**config.mk**
```make
export PLATFORM = sky130hd
export DESIGN_NAME = uart_tx_burst_flat
export DESIGN_NICKNAME = d
export VERILOG_FILES = /design/src/rtl/uart_pkg.sv /design/src/rtl/uart_tx_burst_if.sv /design/src/rtl/uart_tx_fifo.sv /design/src/rtl/uart_tx_burst.sv /design/src/flat_wrapper.sv
export SDC_FILE = /design/constraint.sdc
export NUM_CORES = 1
export LEC_CHECK = 0
export BUFFER_PORTS_ARGS = -buffer_cell sky130_fd_sc_hd__buf_2
export CAP_MARGIN = 20
export CORE_MARGIN = 3
export CORE_UTILIZATION = 62
export CTS_CLUSTER_DIAMETER = 80
export DETAILED_ROUTE_END_ITERATION = 10
export GPL_TIMING_DRIVEN = 0
export PLACE_DENSITY = 0.86
export SLEW_MARGIN = 10
export SYNTH_ARGS = -nofsm -noshare
export SYNTH_HDL_FRONTEND = slang
export SYNTH_SLANG_ARGS = --single-unit
```
**constraint.sdc**
```tcl
create_clock -name clk -period 3.6 [get_ports clk]
set_clock_uncertainty 0.1 [all_clocks]
set_input_delay 0.36 -clock clk [delete_from_list [all_inputs] [get_ports clk]]
set_output_delay 0.36 -clock clk [all_outputs]
set_load 0.02 [all_outputs]
```
**src/rtl/uart_pkg.sv**
```systemverilog
// Shared UART definitions: TX FSM encoding, oversampling ratio and 8N1 frame constants
// used by both the TX and RX paths.
package uart_pkg;

   typedef enum logic [1:0] {
      StIdle,
      StStart,
      StData,
      StStop
   } tx_state_e;

   localparam int unsigned OVERSAMPLE       = 16;
   localparam int unsigned FRAME_START_BITS = 1;
   localparam int unsigned FRAME_DATA_BITS  = 8;
   localparam int unsigned FRAME_STOP_BITS  = 1;

   // Baud ticks spent on one frame: start plus data bits at OVERSAMPLE each, then the stop bit.
   function automatic int unsigned frame_ticks(input int unsigned data_bits,
                                               input int unsigned sb_tick);
      return (FRAME_START_BITS + data_bits) * OVERSAMPLE + sb_tick;
   endfunction

endpackage

```
**src/rtl/uart_tx_burst_if.sv**
```systemverilog
// Debug-unit side of the UART TX burst engine: byte push, burst control, baud tick and status.
interface uart_tx_burst_if #(
   parameter int unsigned NB_UART_DATA = 8,
   parameter int unsigned NB_UART_ADDR = 5
);

   logic                    i_wr;
   logic [NB_UART_DATA-1:0] i_wdata;
   logic                    i_tx_start;
   logic [NB_UART_ADDR-1:0] i_wsize;
   logic                    i_tick;
   logic                    o_tx;
   logic                    o_tx_done;
   logic                    o_busy;
   logic                    o_full;
   logic                    o_empty;
   logic [NB_UART_ADDR:0]   o_count;

   modport master (
      output i_wr, i_wdata, i_tx_start, i_wsize, i_tick,
      input  o_tx, o_tx_done, o_busy, o_full, o_empty, o_count
   );

   modport slave (
      input  i_wr, i_wdata, i_tx_start, i_wsize, i_tick,
      output o_tx, o_tx_done, o_busy, o_full, o_empty, o_count
   );

endinterface

```
**src/rtl/uart_tx_fifo.sv**
```systemverilog
// Synchronous FIFO holding bytes queued for transmission; writes while full are dropped and
// reads while empty are ignored.
module uart_tx_fifo #(
   parameter int unsigned DataW = 8,
   parameter int unsigned AddrW = 5
) (
   input  logic             clk_i,
   input  logic             rst_i,
   input  logic             wr_i,
   input  logic [DataW-1:0] wdata_i,
   input  logic             rd_i,
   output logic [DataW-1:0] rdata_o,
   output logic             full_o,
   output logic             empty_o,
   output logic [AddrW:0]   count_o
);

   localparam int unsigned Depth = 2 ** AddrW;

   logic [DataW-1:0] mem_q [Depth];
   logic [AddrW-1:0] wptr_q, rptr_q;
   logic [AddrW:0]   count_q;
   logic             push, pop;

   assign full_o  = (count_q == (AddrW + 1)'(Depth));
   assign empty_o = (count_q == '0);
   assign count_o = count_q;
   assign rdata_o = mem_q[rptr_q];
   assign push    = wr_i && !full_o;
   assign pop     = rd_i && !empty_o;

   always_ff @(posedge clk_i) begin
      if (rst_i) begin
         wptr_q  <= '0;
         rptr_q  <= '0;
         count_q <= '0;
      end else begin
         if (push) wptr_q <= wptr_q + 1'b1;
         if (pop)  rptr_q <= rptr_q + 1'b1;
         unique case ({push, pop})
            2'b10:   count_q <= count_q + 1'b1;
            2'b01:   count_q <= count_q - 1'b1;
            default: count_q <= count_q;
         endcase
      end
   end

   // Storage needs no reset; only the pointers and occupancy define validity.
   always_ff @(posedge clk_i) begin
      if (push) mem_q[wptr_q] <= wdata_i;
   end

endmodule

```
**src/rtl/uart_tx_burst.sv**
```systemverilog
// UART transmitter that serialises a burst of queued bytes as back-to-back 8N1 frames,
// paced by a shared 16x oversampled baud tick.
module uart_tx_burst
   import uart_pkg::*;
#(
   parameter int unsigned NB_UART_DATA = 8,
   parameter int unsigned NB_UART_ADDR = 5,
   parameter int unsigned SB_TICK      = 16
) (
   input logic          clk,
   input logic          i_rst,
   uart_tx_burst_if.slave bus
);

   localparam int unsigned TickW = $clog2(OVERSAMPLE);
   localparam int unsigned IdxW  = $clog2(NB_UART_DATA);
   localparam int unsigned CntW  = NB_UART_ADDR + 1;

   localparam logic [TickW-1:0] BitLast  = TickW'(OVERSAMPLE - 1);
   localparam logic [TickW-1:0] StopLast = TickW'(SB_TICK - 1);
   localparam logic [IdxW-1:0]  IdxLast  = IdxW'(NB_UART_DATA - 1);

   tx_state_e               state_q;
   logic [TickW-1:0]        tick_cnt_q;
   logic [IdxW-1:0]         bit_idx_q;
   logic [NB_UART_DATA-1:0] shreg_q;
   logic [CntW-1:0]         remaining_q;
   logic                    tx_q;
   logic                    done_q;

   logic [NB_UART_DATA-1:0] fifo_rdata;
   logic [CntW-1:0]         fifo_count;
   logic                    fifo_full, fifo_empty;
   logic                    bit_end, stop_end, launch, next_byte, pop;
   logic [CntW-1:0]         wsize_ext, burst_len;

   uart_tx_fifo #(
      .DataW (NB_UART_DATA),
      .AddrW (NB_UART_ADDR)
   ) u_fifo (
      .clk_i   (clk),
      .rst_i   (i_rst),
      .wr_i    (bus.i_wr),
      .wdata_i (bus.i_wdata),
      .rd_i    (pop),
      .rdata_o (fifo_rdata),
      .full_o  (fifo_full),
      .empty_o (fifo_empty),
      .count_o (fifo_count)
   );

   always_comb begin
      bit_end   = bus.i_tick && (tick_cnt_q == BitLast);
      stop_end  = bus.i_tick && (tick_cnt_q == StopLast);
      launch    = (state_q == StIdle) && bus.i_tx_start && !fifo_empty;
      next_byte = (state_q == StStop) && stop_end && (remaining_q != CntW'(1));
      pop       = launch || next_byte;
      wsize_ext = CntW'(bus.i_wsize);
      // A zero or oversized request is clamped to what is buffered right now.
      burst_len = ((wsize_ext == '0) || (wsize_ext > fifo_count)) ? fifo_count : wsize_ext;
   end

   always_ff @(posedge clk) begin
      if (i_rst) begin
         state_q     <= StIdle;
         tick_cnt_q  <= '0;
         bit_idx_q   <= '0;
         shreg_q     <= '0;
         remaining_q <= '0;
         tx_q        <= 1'b1;
         done_q      <= 1'b0;
      end else begin
         done_q <= 1'b0;
         unique case (state_q)
            StIdle: begin
               if (launch) begin
                  remaining_q <= burst_len;
                  shreg_q     <= fifo_rdata;
                  tx_q        <= 1'b0;
                  tick_cnt_q  <= '0;
                  state_q     <= StStart;
               end
            end
            StStart: begin
               if (bit_end) begin
                  tick_cnt_q <= '0;
                  bit_idx_q  <= '0;
                  tx_q       <= shreg_q[0];
                  state_q    <= StData;
               end else if (bus.i_tick) begin
                  tick_cnt_q <= tick_cnt_q + 1'b1;
               end
            end
            StData: begin
               if (bit_end) begin
                  tick_cnt_q <= '0;
                  if (bit_idx_q == IdxLast) begin
                     tx_q    <= 1'b1;
                     state_q <= StStop;
                  end else begin
                     shreg_q   <= shreg_q >> 1;
                     tx_q      <= shreg_q[1];
                     bit_idx_q <= bit_idx_q + 1'b1;
                  end
               end else if (bus.i_tick) begin
                  tick_cnt_q <= tick_cnt_q + 1'b1;
               end
            end
            StStop: begin
               if (stop_end) begin
                  tick_cnt_q  <= '0;
                  remaining_q <= remaining_q - 1'b1;
                  if (next_byte) begin
                     shreg_q <= fifo_rdata;
                     tx_q    <= 1'b0;
                     state_q <= StStart;
                  end else begin
                     done_q  <= 1'b1;
                     state_q <= StIdle;
                  end
               end else if (bus.i_tick) begin
                  tick_cnt_q <= tick_cnt_q + 1'b1;
               end
            end
            default: state_q <= StIdle;
         endcase
      end
   end

   assign bus.o_tx      = tx_q;
   assign bus.o_tx_done = done_q;
   assign bus.o_busy    = (state_q != StIdle);
   assign bus.o_full    = fifo_full;
   assign bus.o_empty   = fifo_empty;
   assign bus.o_count   = fifo_count;

endmodule

```
**src/flat_wrapper.sv**
```systemverilog
// flat-port wrapper written by rule: the top's interface ports become plain ports
module uart_tx_burst_flat import uart_pkg::*;
#(
   parameter int unsigned NB_UART_DATA = 8,
   parameter int unsigned NB_UART_ADDR = 5,
   parameter int unsigned SB_TICK      = 16
)
  (clk, i_rst, bus_i_wr, bus_i_wdata, bus_i_tx_start, bus_i_wsize, bus_i_tick, bus_o_tx, bus_o_tx_done, bus_o_busy, bus_o_full, bus_o_empty, bus_o_count);
  uart_tx_burst_if #(.NB_UART_DATA(NB_UART_DATA), .NB_UART_ADDR(NB_UART_ADDR)) bus_i ();
  input logic clk;
  input logic i_rst;
  input wire logic [$bits(bus_i.i_wr)-1:0] bus_i_wr;
  input wire logic [$bits(bus_i.i_wdata)-1:0] bus_i_wdata;
  input wire logic [$bits(bus_i.i_tx_start)-1:0] bus_i_tx_start;
  input wire logic [$bits(bus_i.i_wsize)-1:0] bus_i_wsize;
  input wire logic [$bits(bus_i.i_tick)-1:0] bus_i_tick;
  output wire logic [$bits(bus_i.o_tx)-1:0] bus_o_tx;
  output wire logic [$bits(bus_i.o_tx_done)-1:0] bus_o_tx_done;
  output wire logic [$bits(bus_i.o_busy)-1:0] bus_o_busy;
  output wire logic [$bits(bus_i.o_full)-1:0] bus_o_full;
  output wire logic [$bits(bus_i.o_empty)-1:0] bus_o_empty;
  output wire logic [$bits(bus_i.o_count)-1:0] bus_o_count;
  assign bus_i.i_wr = bus_i_wr;
  assign bus_i.i_wdata = bus_i_wdata;
  assign bus_i.i_tx_start = bus_i_tx_start;
  assign bus_i.i_wsize = bus_i_wsize;
  assign bus_i.i_tick = bus_i_tick;
  assign bus_o_tx = bus_i.o_tx;
  assign bus_o_tx_done = bus_i.o_tx_done;
  assign bus_o_busy = bus_i.o_busy;
  assign bus_o_full = bus_i.o_full;
  assign bus_o_empty = bus_i.o_empty;
  assign bus_o_count = bus_i.o_count;
  uart_tx_burst #(.NB_UART_DATA(NB_UART_DATA), .NB_UART_ADDR(NB_UART_ADDR), .SB_TICK(SB_TICK)) u_core (.clk(clk), .i_rst(i_rst), .bus(bus_i));
endmodule
```
==> results list <==
- Post-Syn Nets: 827
- Clk root buf: clkbuf_16
- Vias after detailed routing: 7493
- Worst setup slack after layout: 0.265 ns
- Synthesis inferred 302 register bits.
- The flow ran to the end, and the final reports show no timing, DRC or antenna violations.
* Total leakage power: 4.57 nW
- DRC violations left: 0
- Cell type contributing the most total cell area after synthesis: edfxtp_1
* Net count, final: 888
- Seq/Total Area, Yosys: 68.0%
- Boundary pin count: 29
- Along the worst path, the maximum fanout reaches 8.
* Post-Synth XOR/XNOR Area: 0.692%
- Number of search-and-repair iterations in the first detailed-routing pass: 8
- Synth warn: 0
* Total detailed-routing wirelength: 28600 µm
- Share of Yosys cell area claimed by the top area cell type: 60.7%
- Synth top area cells: edfxtp_1 (61%), mux4_2 (11%), dfxtp_1 (7.3%)
- CTS built an H-tree with a depth of 1.
- Of the total synthesized cell area, the portion taken by full adders, half adders and majority gates is 2.27%.
- Last weighted congestion value of the routability-driven placer: 0.934
* Number of max-slew violations in the final report: 0
- Die X-Extent: 149 µm
- Relative max-transition margin: 35.5%
- The critical path in this run is classified as reg -> reg.
* Total CTS buffers: 30
- Global routing used 40.8% of the available met2 tracks.
- Shortest period the worst path allows: 3.34 ns
* Post-route antenna net violation count: 0
* Post-place setup slack: -0.162 ns
* Portion of netlist area occupied by mux cells: 13.2%
- Number of DRC markers after the initial detailed-route iteration: 951
* Insertion delay of the later-clocked pin in the worst-skew pair: 0.56 ns
* Vias in the first global route: 7322
- Largest family of logic cells by synthesized area: multiplexers
- Number of sinks on the clock net: 302
- After Yosys synthesis, and, or, nand and nor cells account for 7.61% of the synthesized area.
* Hold crit path type: in -> reg
- Complex-gate fraction of the synthesized area: 5.92%
- Final-report setup violation count: 0
* Cell row count: 51
- The tightest hold path in the finished design has a slack of 0.0577 ns.
* Layer with the highest usage after global routing: met2
* Number of hold violations in the final report: 0
- Bufs on Longest Clock Path: 3
- Area of the die: 0.0222 mm²
- Capturing element type of the critical path: flop
- Cell with the most instances after synthesis: edfxtp_1
- Entering global routing, the biggest net connects 33 pins.
- In the final layout, the share of cells above drive strength 1 is 18.4%.
- Highest Clock Rate: 300 MHz
- Initial core utilization: 64.0%
- Area growth from synthesis to final layout: 11.1%
- Measured along the y axis, the die boundary spans 149 µm.
* Final TNS setup: 0 ns
- Critical path launch point type: flop
- Layout Cells excl Fill: 1134
- Data on the critical path is required at its endpoint by 3.97 ns.
- Worst-case vdd ir drop: 0.000464 V
- Global routing consumed, on the met1 layer, 36.8% of the routing resources.
* Distinct cell type count after synthesis: 67
- Dividing total power by cell area gives a power density of 659 mW/mm².
* Synth cell count leaders: edfxtp_1 (256), nor2_1 (69), mux4_2 (64)
- Final global-route overflow total: 0
- Across every metal layer, demand over resource in global routing totals 26.2%.
- Post-synth EDFFs: 256
- Once detailed placement completed, the half-perimeter wirelength came to 17500 µm.
* Least-Margin Pin Slew: 0.964 ns
* RSZ-0062 raised after global routing: false
- The region available for standard cell placement spans 0.0198 mm².
- IO buf count: 28
* Met3 global-route usage: 5.53%
- The first global-routing pass estimated 43700 µm of wire.
- After clock tree synthesis, the clock-pin slew on the worst setup and hold paths is 0.06 ns.
- Post-CTS timing repair inserted 0 buffers for setup.
* Antenna fix cells: 0
- Cells after Synth: 786
- Flip-flop cell with the highest count after synthesis: edfxtp_1
- Async S/R FF share, synth: 0%
- The initial antenna violation count came to 0.
- Clock tree from TritonCTS: built
- Dividing the detail-routed via count by the number of cells gives 6.61.
* Maxcap violations: 0
* Final clock period utilization by the worst path: 92.6%
- At the worst endpoint, the arrival time is 3.70 ns.
* Number of placed instances, taps included: 1079
* Drt wl/cell: 25.3 µm
- Avg Cell Area, Syn: 16.1 µm²
- Combined area of all synthesized cells: 0.0127 mm²
## per-layer routing
| layer | wire [µm] | share of wire, % |
|---|---|---|
| met2 | 13800 | 48 |
| met4 | 1260 | 4.4 |
| met3 | 2920 | 10 |
| met5 | 0 | 0 |
| met1 | 10700 | 37 |
## worst max-delay path, stage by stage, from the launching register on
cell and delay, ns:
dfxtp_1 0.37, ha_1 0.23, nand4_1 0.27, a211o_1 0.36, a21oi_4 0.29, ha_2 0.35
xor2_1 0.16, ha_1 0.22, a21oi_1 0.08, a2bb2oi_1 0.13, o211a_1 0.22, or3_1 0.32
a21oi_1 0.15
## logic make-up after synthesis
group	count (synthesis)
fa+ha+maj	23
xor+xnor	10
simple gates	193
buf+inv	61
mux	87
flops	302
compound gates	110
## layout by cell type, fill, tap and decap left out, types with 11 or more instances in the layout
| master | synthesis | layout |
|---|---|---|
| inv_1 | 17 | 17 |
| a21oi_1 | 25 | 24 |
| mux2i_1 | 21 | 21 |
| edfxtp_1 | 256 | 256 |
| nor2b_1 | 19 | 19 |
| ha_1 | 23 | 22 |
| o21ai_0 | 14 | 14 |
| nor2_1 | 69 | 69 |
| buf_2 | 7 | 35 |
| mux4_2 | 64 | 64 |
| dfxtp_1 | 46 | 46 |
| clkinv_1 | 1 | 11 |
| nand3_1 | 19 | 19 |
| a22oi_1 | 12 | 12 |
| nand2_1 | 34 | 34 |
| clkbuf_1 | 23 | 29 |
| clkbuf_16 | 0 | 30 |
## where the power goes
| group | leakage, nW | total (mW) | internal [mW] | switching [mW] |
|---|---|---|---|---|
| clock network | 0.435 | 2.84 | 1.60 | 1.24 |
| logic | 1.46 | 2.38 | 1.00 | 1.38 |
| registers | 2.68 | 4.04 | 3.94 | 0.102 |
## through the flow
step	util (%)	total power, mW	cell area (µm²)
after CTS	71.1	9.25	14100
after detailed placement	66.4	6.39	13100
after floorplan	-	5.81	12700
after global placement	66.4	6.33	13100
after global routing	71.1	9.63	14100
final	71.1	9.26	14100
## registers in the layout, indices dropped and copies added, names as in the netlist, named ones only
signal,count
u_core.u_fifo.mem_q,256
u_core.shreg_q,8
u_core.remaining_q,6
u_core.u_fifo.count_o,6
u_core.u_fifo.rptr_q,5
u_core.u_fifo.wptr_q,5
u_core.tick_cnt_q,4
u_core.bit_idx_q,3
u_core.state_q,2
u_core.bus.o_tx,1
u_core.bus.o_tx_done,1
## final timing paths
path,start,to,slack [ns],depth (start not counted)
min,bus_i_wsize[2],u_core.remaining_q[2],0.06,3
max,u_core.tick_cnt_q[0],u_core.u_fifo.count_o[4],0.26,12
min reg2reg,u_core.shreg_q[7],u_core.shreg_q[7],0.39,1
max reg2reg,u_core.tick_cnt_q[0],u_core.u_fifo.count_o[4],0.26,12
## layout make-up
type | count | area (µm²)
Sequential cell | 302 | 8610
Fill cell | 1216 | 5710
Multi-Input combinational cell | 423 | 3790
Clock buffer | 37 | 777
Tap cell | 265 | 332
Buffer | 42 | 215
Timing Repair Buffer | 30 | 160
Clock inverter | 17 | 116
Inverter | 18 | 67.6
## what timing repair did
item,in CTS,in global routing
pin swaps,0,0
setup endpoints to repair,2,2
cloned,0,0
hold buffers,2,0
resized for setup,3,2
hold endpoints to repair,2,0
(Power assumes the default switching activity.)
